[src/rtl/uart_rx.sv]
// uart_rx: 8N1 UART receiver sampling mid-bit; define UART_RX_FRAME_ERR_EN to enable the stop-bit check on frm_err
module uart_rx #(
    parameter int BAUD_DIV = 2604
) (
    input  logic       clk,
    input  logic       rst_n,
    input  logic       RX,
    input  logic       clr_rdy,
    output logic [7:0] rx_data,
    output logic       rdy,
    output logic       frm_err
);
    localparam logic [11:0] HALF = 12'(BAUD_DIV / 2 - 1);
    localparam logic [11:0] FULL = 12'(BAUD_DIV - 1);
    typedef enum logic {IDLE, RECEIVE} state_t;
    state_t      state, state_nx;
    logic        rx_m, rx_s;
    logic [11:0] baud_cnt, baud_nx;
    logic [3:0]  bit_cnt, bit_nx;
    logic [8:0]  sh, sh_nx;
    logic        start, shift, done;

    assign rx_data = sh[7:0];

    // two-flop synchroniser, preset to the idle-high line level
    always_ff @(posedge clk or negedge rst_n)
        if (!rst_n) {rx_s, rx_m} <= 2'b11;
        else        {rx_s, rx_m} <= {rx_m, RX};

    // FSM state, baud/bit counters and the 9-bit frame shifter
    always_ff @(posedge clk or negedge rst_n)
        if (!rst_n) begin
            state    <= IDLE;
            baud_cnt <= '0;
            bit_cnt  <= '0;
            sh       <= 9'h1FF;
        end else begin
            state    <= state_nx;
            baud_cnt <= baud_nx;
            bit_cnt  <= bit_nx;
            sh       <= sh_nx;
        end

    // start detection, mid-bit sample strobe and end of frame after the stop sample
    always_comb begin
        start    = state == IDLE && !rx_s;
        shift    = state == RECEIVE && baud_cnt == '0;
        done     = state == RECEIVE && bit_cnt == 4'd10;
        state_nx = start ? RECEIVE : done ? IDLE : state;
        baud_nx  = start ? HALF : shift ? FULL : state == RECEIVE ? baud_cnt - 12'd1 : baud_cnt;
        bit_nx   = start ? '0 : shift ? bit_cnt + 4'd1 : bit_cnt;
        sh_nx    = shift ? {rx_s, sh[8:1]} : sh;
    end

    // rdy: set on frame completion (wins over clr_rdy), cleared by a new start or clr_rdy
    always_ff @(posedge clk or negedge rst_n)
        if (!rst_n) rdy <= 1'b0;
        else        rdy <= done | (rdy & ~start & ~clr_rdy);

`ifdef UART_RX_FRAME_ERR_EN
    // frm_err: captures a low stop sample alongside rdy, cleared like rdy
    always_ff @(posedge clk or negedge rst_n)
        if (!rst_n) frm_err <= 1'b0;
        else        frm_err <= done ? ~sh[8] : (start | clr_rdy) ? 1'b0 : frm_err;
`else
    assign frm_err = 1'b0;
`endif
endmodule

[config.mk]
export PLATFORM = sky130hd
export DESIGN_NAME = uart_rx
export DESIGN_NICKNAME = d
export VERILOG_FILES = /design/src/rtl/uart_rx.sv
export SDC_FILE = /design/constraint.sdc
export NUM_CORES = 1
export LEC_CHECK = 0
export ABC_CLOCK_PERIOD_IN_PS = 3450
export BUFFER_PORTS_ARGS = -buffer_cell sky130_fd_sc_hd__buf_2
export CORE_UTILIZATION = 40
export DETAILED_ROUTE_END_ITERATION = 6
export PLACE_DENSITY_LB_ADDON = 0.08
export SETUP_SLACK_MARGIN = 0.2
export SYNTH_ARGS = -nofsm -noshare
export SYNTH_HDL_FRONTEND = slang
export SYNTH_SLANG_ARGS = --single-unit
[constraint.sdc]
create_clock -name clk -period 3.45 [get_ports clk]
set_input_delay 0.345 -clock clk [delete_from_list [all_inputs] [get_ports clk]]
set_output_delay 0.345 -clock clk [all_outputs]
set_load 0.1 [all_outputs]
Yosys cells after proc, flatten, opt, wreduce, memory -nomap -nowiden
Index checks and enable logic that the tools add are counted.
{ "totals": {"regBits": 29, "latch_bits": 0, "mem_bits_rw": 0, "romBits": 0, "inputBits": 4, "output_inout_bits": 10, "wordCells": 31, "n_memories": 0} }
{ "classes": {"add_sub_neg": 2, "multipliers": 0, "div": 0, "n_lt_le_gt_ge": 0, "eq_ne": 1, "shifts": 0, "mux": 7, "n_bitwise": 6, "n_reduce_logical": 8} }
{ "op_table": {"columns": ["op", "count"], "rows": [
  ["$mux W12", 3],
  ["$logic_not A12 Y1", 1],
  ["$sub A12 B1 Y12 const B", 1],
  ["$mux W4", 2],
  ["$add A4 B1 Y4 const B", 1],
  ["$eq A4 B4 Y1 const B", 1],
  ["$reduce_bool A2 Y1", 2],
  ["$logic_and A1 B1 Y1", 3],
  ["$not A1 Y1", 3],
  ["$reduce_bool A3 Y1", 1],
  ["$and A1 B1 Y1", 2],
  ["$mux W1", 2],
  ["$logic_not A1 Y1", 1],
  ["$or A1 B1 Y1", 1]
]} }

Logic depth before layout (Yosys ltp)
Gate-level depths: netlist (run 1).
{ "logic_depth": {"ltp_word": 6, "ltp_mapped": 7, "ltp_nobuf": 6} }

Worst setup path before layout (run 1)
No wires, ideal clock.
{ "synth_path": {"path_kind": "register to register", "from": "reg baud_cnt[4]", "to": "reg baud_cnt[10]", "setup_ns": 0.124, "t_arrival_ns": 1.766, "path_slack_ns": 1.560, "stages_incl_launch_ff": 5, "n_path_buf": 1, "synth_period_minus_slack_ns": 1.890, "cell_sequence": "dfrtp_1 buf_6 or4_4 or4_4 a211o_1"} }
{ "synth_via": {"elab_chain_len": 4, "word_cells_on_any_way": 7} }
{ "synth_rtl": {"columns": ["item", "line", "text"], "rows": [
  ["start, declared", "18", "logic [11:0] baud_cnt, baud_nx;"],
  ["start signal, assigned", "39", "baud_cnt <= baud_nx;"],
  ["$sub A12 B1 Y12 / $logic_not A12 Y1 (equally long branches)", "50, 47", null],
  ["$mux W12 / $logic_and A1 B1 Y1 (equally long branches)", "50, 47", null],
  ["$mux W12 (2 in series)", "50", "baud_nx = start ? HALF : shift ? FULL : state == RECEIVE ? baud_cnt - 12'd1 : baud_cnt;"]
]} }
Several ways; a longest one is shown, not always the timed one. The select of a mux whose other input is x is not followed.
A chain may end at the register's enable or synchronous reset.

Final worst setup path (run 1)
{ "layout_path": {"from": "reg baud_cnt[0]", "to": "reg bit_cnt[3]"} }
{ "layout_via": {"elab_chain_len": 3} }
{ "layout_rtl": {"columns": ["item", "line", "text"], "rows": [
  ["$logic_not A12 Y1", "47", "shift = state == RECEIVE && baud_cnt == '0;"],
  ["$logic_and A1 B1 Y1", "47", null],
  ["$reduce_bool A2 Y1 (no line)", null, null],
  ["end signal, assigned", "40", "bit_cnt <= bit_nx;"],
  ["end, declared", "19", "logic [3:0] bit_cnt, bit_nx;"]
]} }
No other way between the ends.

==> results of run 1 <==
[cells in the mapped netlist (all sizes together), types with 3 or more instances]
cell type / number / area [µm²]
mux2: 9 / 101.4
dfrtp: 18 / 450.4
buf: 11 / 83.82
nand3: 4 / 20.02
ha: 4 / 50.05
nor2: 5 / 18.77
o21ai: 8 / 40.04
inv: 7 / 26.28
a31oi: 3 / 18.77
nor3: 4 / 20.02
dfstp: 11 / 289.0
a21oi: 10 / 50.05
or4: 4 / 37.53
nand2: 5 / 18.77
or3: 3 / 18.77
[worst max-delay path, cell delays in order, from the launching register on]
cell and delay [ns]:
dfrtp_1 0.41, inv_1 0.10, ha_1 0.14, nor4b_1 0.57, nand4bb_1 0.26, buf_4 0.27
or3_1 0.36, a21oi_1 0.14
[final timing paths]
kind	startpoint	endpoint	cells past startpoint
min	rst_n	rdy$_DFF_PN0_	1
max in group asynchronous	rst_n	baud_cnt[6]$_DFFE_PN0P_	1
max reg2reg	baud_cnt[0]$_DFFE_PN0P_	bit_cnt[3]$_DFFE_PN0P_	7
min in group clk	RX	rx_m$_DFF_PN1_	1
min reg2reg	rx_m$_DFF_PN1_	rx_s$_DFF_PN1_	0
max	baud_cnt[0]$_DFFE_PN0P_	bit_cnt[3]$_DFFE_PN0P_	7
[layer usage]
layer	vias up	wire length, µm	part of all wire
met4	0	65	0.026
met1	468	1259	0.51
met3	8	91	0.037
met2	13	1067	0.43
met5	-	0	0
li1	488	-	-
[kinds of logic (layout without fill, tap and decap cells)]
logic type	count (synthesis)	count (layout)	synth area share
AND/OR/NAND/NOR	36	36	0.1472
AO/OA/AOI/OAI	33	33	0.1446
flip-flops	29	29	0.5086
buffers and inverters	20	28	0.08089
multiplexers	9	9	0.06971
adder cells (fa/ha/maj)	4	4	0.03442
XOR/XNOR	2	2	0.01205
other	1	1	0.002579
[flip-flops by register name (all words and copies together) (netlist names)]
register and count:
state 1, rx_s 1, sh 9, rx_m 1, bit_cnt 4, rdy 1
baud_cnt 12
[through the flow]
step                cell area (µm²)  power (mW)    util
floorplan                      1454      0.3556       -
global placement               1488      0.3635  0.4355
detailed placement             1488      0.3634  0.4355
CTS                            1543      0.5655  0.4516
global route                   1543      0.5850  0.4516
finish                         1543      0.5538  0.4516
[where the power goes]
group	internal, mW	total, mW	switching (mW)
clock network	0.0766	0.197	0.121
logic	0.00147	0.0127	0.0112
registers	0.342	0.344	0.00120
total	0.421	0.554	0.133
[final cells by class]
class / instances / area [µm²]
Fill cell: 339 / 1873
Clock buffer: 5 / 37.54
Sequential cell: 29 / 739.5
Inverter: 7 / 26.28
Timing Repair Buffer: 13 / 67.56
Clock inverter: 3 / 17.52
Tap cell: 46 / 57.56
Multi-Input combinational cell: 85 / 596.8
[cell usage in the layout, fill, tap and decap left out, types with 4 or more instances in the layout]
cell type | synthesis | layout
clkbuf_4 | 0 | 5
inv_1 | 7 | 7
nor2_1 | 5 | 5
mux2_2 | 9 | 9
a21oi_1 | 10 | 10
nand2_1 | 5 | 5
dfstp_2 | 11 | 11
ha_1 | 4 | 4
dfrtp_1 | 18 | 18
nand3_1 | 4 | 4
nor3_1 | 4 | 4
buf_2 | 1 | 12
o21ai_0 | 8 | 8
==> metrics.md, run 1 <==
| Metric | Value |
|---|---|
| Syn Inst Count | roughly 130 |
| CTS clk-pin slew, worst paths | 0.10 ns |
| GPL Wtd Cong | roughly 0.77 |
| Worst-skew pair later-pin latency | approximately 0.33 ns |
| Die footprint | between 3000 and 4000 µm² |
| Pins Over Slew Limit | 0 |
| Class of the worst hold path | in2async |
| Sequential fraction of the synthesis area | 0.5086 |
| CTS tree | done |
| Initial core utilization | 0.4256 |
| Net Count, Synth | 142 |
| Critical-path maximum fanout | 20 |
| Total number of vias | a little under 1k |
| Nature of the critical path startpoint | flip-flop |
| Clock Sinks | 29 |
| Number of synthesized register bits | 29 |
| Grt met3 use | 0.05147 |
| Rel. slew slack | 0.5338 |
| Nets@finish | 149 |
| EDFF count, synth | 0 |
| CP required | 3.71 ns |
| Crit path capture type | flip-flop |
| Grt met1 use | 0.1998 |
| Final Hold Viols | 0 |
| Placed cell count | 180 |
| Area added between synthesis and finish | 6.110% |
| Power Dens Cells | ~360 nW/µm² |
| Asr flop ratio synth | 1.000 |
| Synth Warn # | 0 |
| Root Buffer | clkbuf_4 |
| Met2 global-route usage | 0.2060 |
| GR Util All Layers | 0.1489 |
| Initial antenna violation count | 0 |
| Syn avg cell area | 10.85 µm² |
| Critical path type | reg2reg |
| Final worst slack | 1.128 ns |
| Hold_ws | 0.01404 ns |
| Wirelength per Cell | around 13 µm |
| Vert. Die Dim | between 60 and 70 µm |
| Peak VDD IR | 0.2425 mV |
| Least-Margin Pin Slew | around 0.7 ns |
| CP arrival | between 2 and 3 ns |
| Post-CTS Resized | 0 |
| Core area | 3416 µm² |
| Detailed Route Iter0 Violations | 33 |
| Row Count | 21 |
| Netlist Area Pre-Place | ~1500 µm² |
| Drt pass-1 iters | 2 |
| Setup TNS | 0 ns |
| Die width | ~62 µm |
| Vias in the first global route | around 900 |
| Clock skew | approximately 0.0096 ns |
| R2R setup slack | between 1 and 1.5 ns |
| # hold bufs at CTS | 0 |
| Non-Filler Instances | roughly 190 |
| Setup repair after global routing missed its margin | no |
| Port buffer count | 12 |
| Largest net degree at the start of global routing | 30 |
| First-pass GRT wire length | 4381 µm |
| DRT Wirelength | 2482 µm |
| DRC errors left | 0 |
| DP HPWL | between 1500 and 2000 µm |
| Num CTS Buffers | 5 |
| Post-DR vias/cell | ~5.2 |
| GRT overflow | 0 |
| Max-cap check violation count | 0 |
| Maximum achievable frequency | around 430 MHz |
| Clock buffer depth | 2 |
| H-tree Lvls | 2 |
| Most used DFF post-synth | dfrtp_1 |
| Outcome | completed |
| Placement Setup Slack | ~1.1 ns |
| Post-CTS Setup Bufs | 0 |
| GRT Max-Usage Layer | met2 |
| Final setup viols | 0 |
| Min Tclk post-route | 2.322 ns |
| Synth cell types | 42 |
| LEAKAGE | 0.6782 nW |
| Fin crit share | 0.6730 |
| N_diodes | 0 |
| Antenna viol nets, final | 0 |
| # IOs | 14 |
| Share of cells above drive strength 1 | 0.3239 |
No activity file was read; power rests on OpenSTA's default activity.
==> inputs of run 2 (changes only) <==
--- a/config.mk
+++ b/config.mk
@@ -5,7 +5,7 @@
 export SDC_FILE = /design/constraint.sdc
 export NUM_CORES = 1
 export LEC_CHECK = 0
-export ABC_CLOCK_PERIOD_IN_PS = 3450
+export ABC_CLOCK_PERIOD_IN_PS = 1900
 export BUFFER_PORTS_ARGS = -buffer_cell sky130_fd_sc_hd__buf_2
 export CORE_UTILIZATION = 40
 export DETAILED_ROUTE_END_ITERATION = 6
==> constraint.sdc (replaced) <==
create_clock -name clk -period 1.9 [get_ports clk]
set_input_delay 0.19 -clock clk [delete_from_list [all_inputs] [get_ports clk]]
set_output_delay 0.19 -clock clk [all_outputs]
set_load 0.1 [all_outputs]
==> metrics.md, run 2 (synthesis gave the netlist of run 1 again) <==
| Metric | Value |
|---|---|
| Initial core utilization | 0.4256 (unchanged) |
| Least-Margin Pin Slew | 0.6334 ns (-0.05615 ns) |
| Maximum achievable frequency | 542.1 MHz (+26%) |
| Post-DR vias/cell | 5.128 (-1.3%) |
| GR Util All Layers | 0.1698 (+0.02095) |
| Clock buffer depth | 2 (unchanged) |
| Core area | 3416 µm² (unchanged) |
| Final setup viols | 0 (unchanged) |
| CP peak stage delay | 0.44 ns (-0.13 ns) |
| Register Area | 742.0 µm² (+0.34%) |
| CP Buf/Inv Count | 1 (-1) |
| Detailed Route Iter0 Violations | 45 (+36%) |
| Critical path type | reg2reg |
| N_diodes | 0 (unchanged) |
| Area occupied by multi-input gates | 696.9 µm² (+17%) |
| Commonest non-fill, non-tap cells in the layout | buf_4 (19), dfrtp_1 (16), buf_2 (12) |
| Wirelength per Cell | 13.74 µm (+4.1%) |
| DRC errors left | 0 (unchanged) |
| Grt met1 use | 0.2204 (+0.02061) |
| Peak VDD IR | 0.3294 mV (+36%) |
| Outcome | completed |
| Die width | 62.29 µm (unchanged) |
| Met2 global-route usage | 0.2569 (+0.05082) |
| Final Hold Viols | 0 (unchanged) |
| Levels on crit path | 5 (-2) |
| Worst-skew pair later-pin latency | 0.34 ns (about the same) |
| GRT overflow | 0 (unchanged) |
| Class of the worst hold path | in2reg |
| CP required | 2.13 ns (-1.58 ns) |
| H-tree Lvls | 2 (unchanged) |
| Reg with most FFs | baud_cnt |
| Num CTS Buffers | 5 (unchanged) |
| Placed cell count | 189 (+5.0%) |
| Vert. Die Dim | 62.29 µm (unchanged) |
| DP HPWL | 1880 µm (+5.6%) |
| GPL Wtd Cong | 0.7772 (+0.86%) |
| First-pass GRT wire length | 4981 µm (+14%) |
| Worst path cell trace | inv_2, ha_4, or3b_4, or4_4, a211o_1 |
| Power Dens Cells | 585.4 nW/µm² (+63%) |
| Crit path capture type | flip-flop |
| Largest net degree at the start of global routing | 30 (unchanged) |
| Root Buffer | clkbuf_4 |
| Area added between synthesis and finish | 27.19% |
| Vias in the first global route | 1,012 (+12%) |
| Total number of vias | 1,082 (+11%) |
| DRT Wirelength | 2900 µm (+17%) |
| Setup repair after global routing missed its margin | yes |
| Delay-heaviest family, CP | simple AND/OR/NAND/NOR gates |
| Critical-path maximum fanout | 5 (-75%) |
| Setup TNS | 0 ns (unchanged) |
| CTS clk-pin slew, worst paths | 0.09 ns (about the same) |
| Initial antenna violation count | 0 (unchanged) |
| Commonest non-fill, non-tap cell in the layout | buf_4 |
| Clock Sinks | 29 (unchanged) |
| # IOs | 14 (unchanged) |
| CP arrival | 2.08 ns (-0.50 ns) |
| Nets@finish | 172 (+15%) |
| Worst reg-to-reg path cell count | 5 (-2) |
| CTS tree | done |
| Antenna viol nets, final | 0 (unchanged) |
| Hold Path Stages | 4 |
| Min Tclk post-route | 1.845 ns (-0.4772 ns) |
| Non-Filler Instances | 211 (+12%) |
| Pins Over Slew Limit | 0 (unchanged) |
| Rel. slew slack | 0.5777 (+0.04391) |
| Max-cap check violation count | 0 (unchanged) |
| Nature of the critical path startpoint | flip-flop |
| Port buffer count | 12 (unchanged) |
| Fillcell total | 310 (-8.6%) |
| Die footprint | 3880 µm² (unchanged) |
| Share of cells above drive strength 1 | 0.5152 (+0.1912) |
| Largest regs | baud_cnt (12), sh (9), bit_cnt (4) |
| Max reg flops | 12 (unchanged) |
| R2R setup slack | 0.06 ns (-1.07 ns) |
| Clock skew | 0.008104 ns (-0.001488 ns) |
| Fin crit share | 0.9710 (+0.2979) |
| Slowest cell on crit path | or4_4 |
| Drt pass-1 iters | 4 (+2) |
| Row Count | 21 (unchanged) |
| LEAKAGE | 0.8132 nW (+20%) |
| GRT Max-Usage Layer | met2 |
| Grt met3 use | 0.04963 (-0.001838) |
==> run 2: cell type report <==
class | count | area share
tap | 46 | 0.03112
multi-input combinational | 85 | 0.3769
inverter | 7 | 0.01421
timing repair buffer | 36 | 0.1387
clock buffer | 7 | 0.03518
clock inverter | 1 | 0.002706
sequential | 29 | 0.4012
==> run 2: path summary, 6_finish.rpt <==
path | endpoint | from
setup / recovery | baud_cnt[10]$_DFFE_PN0P_ | baud_cnt[0]$_DFFE_PN0P_
hold / removal | rdy$_DFF_PN0_ | clr_rdy
setup reg to reg | baud_cnt[10]$_DFFE_PN0P_ | baud_cnt[0]$_DFFE_PN0P_
hold reg to reg | rx_s$_DFF_PN1_ | rx_m$_DFF_PN1_
max in group asynchronous | baud_cnt[2]$_DFFE_PN0P_ | rst_n
min in group asynchronous | bit_cnt[1]$_DFFE_PN0P_ | rst_n
==> run 2: repair_timing <==
item / in CTS / in global routing
hold buffers: 2 / 0
resized for setup: 15 / 7
setup endpoints to repair: 20 / 23
buffers inserted: 7 / 5
hold endpoints to repair: 19 / 0
pin swaps: 6 / 2
==> run 2: tightest hold or removal path, cell delays in order <==
cell and delay, ns:
buf_2 0.08, inv_1 0.04, nand2_1 0.05, a21oi_1 0.06
==> run 2: power breakdown <==
group          switching, mW  internal (mW)
combinational         0.0214        0.00533
sequential           0.00228          0.622
clock                  0.218          0.214
==> run 2: per-stage QoR <==
stage	setup slack, ns	utilization	power [mW]	hold slack [ns]	area [µm²]
floorplan	0.07768	-	0.6456	-0.1056	1473
global placement	0.06827	0.4586	0.6598	0.2449	1567
detailed placement	0.01864	0.4586	0.6602	0.2529	1567
CTS	0.07118	0.5231	1.097	0.1117	1787
global route	0.02053	0.5414	1.130	0.1185	1849
finish	0.05519	0.5414	1.083	0.1132	1849
==> run 2: per-layer routing <==
layer / up-vias / wire length, µm
met5: - / 0
met1: 525 / 1368
li1: 534 / -
met4: 0 / 72
met2: 15 / 1376
met3: 8 / 83
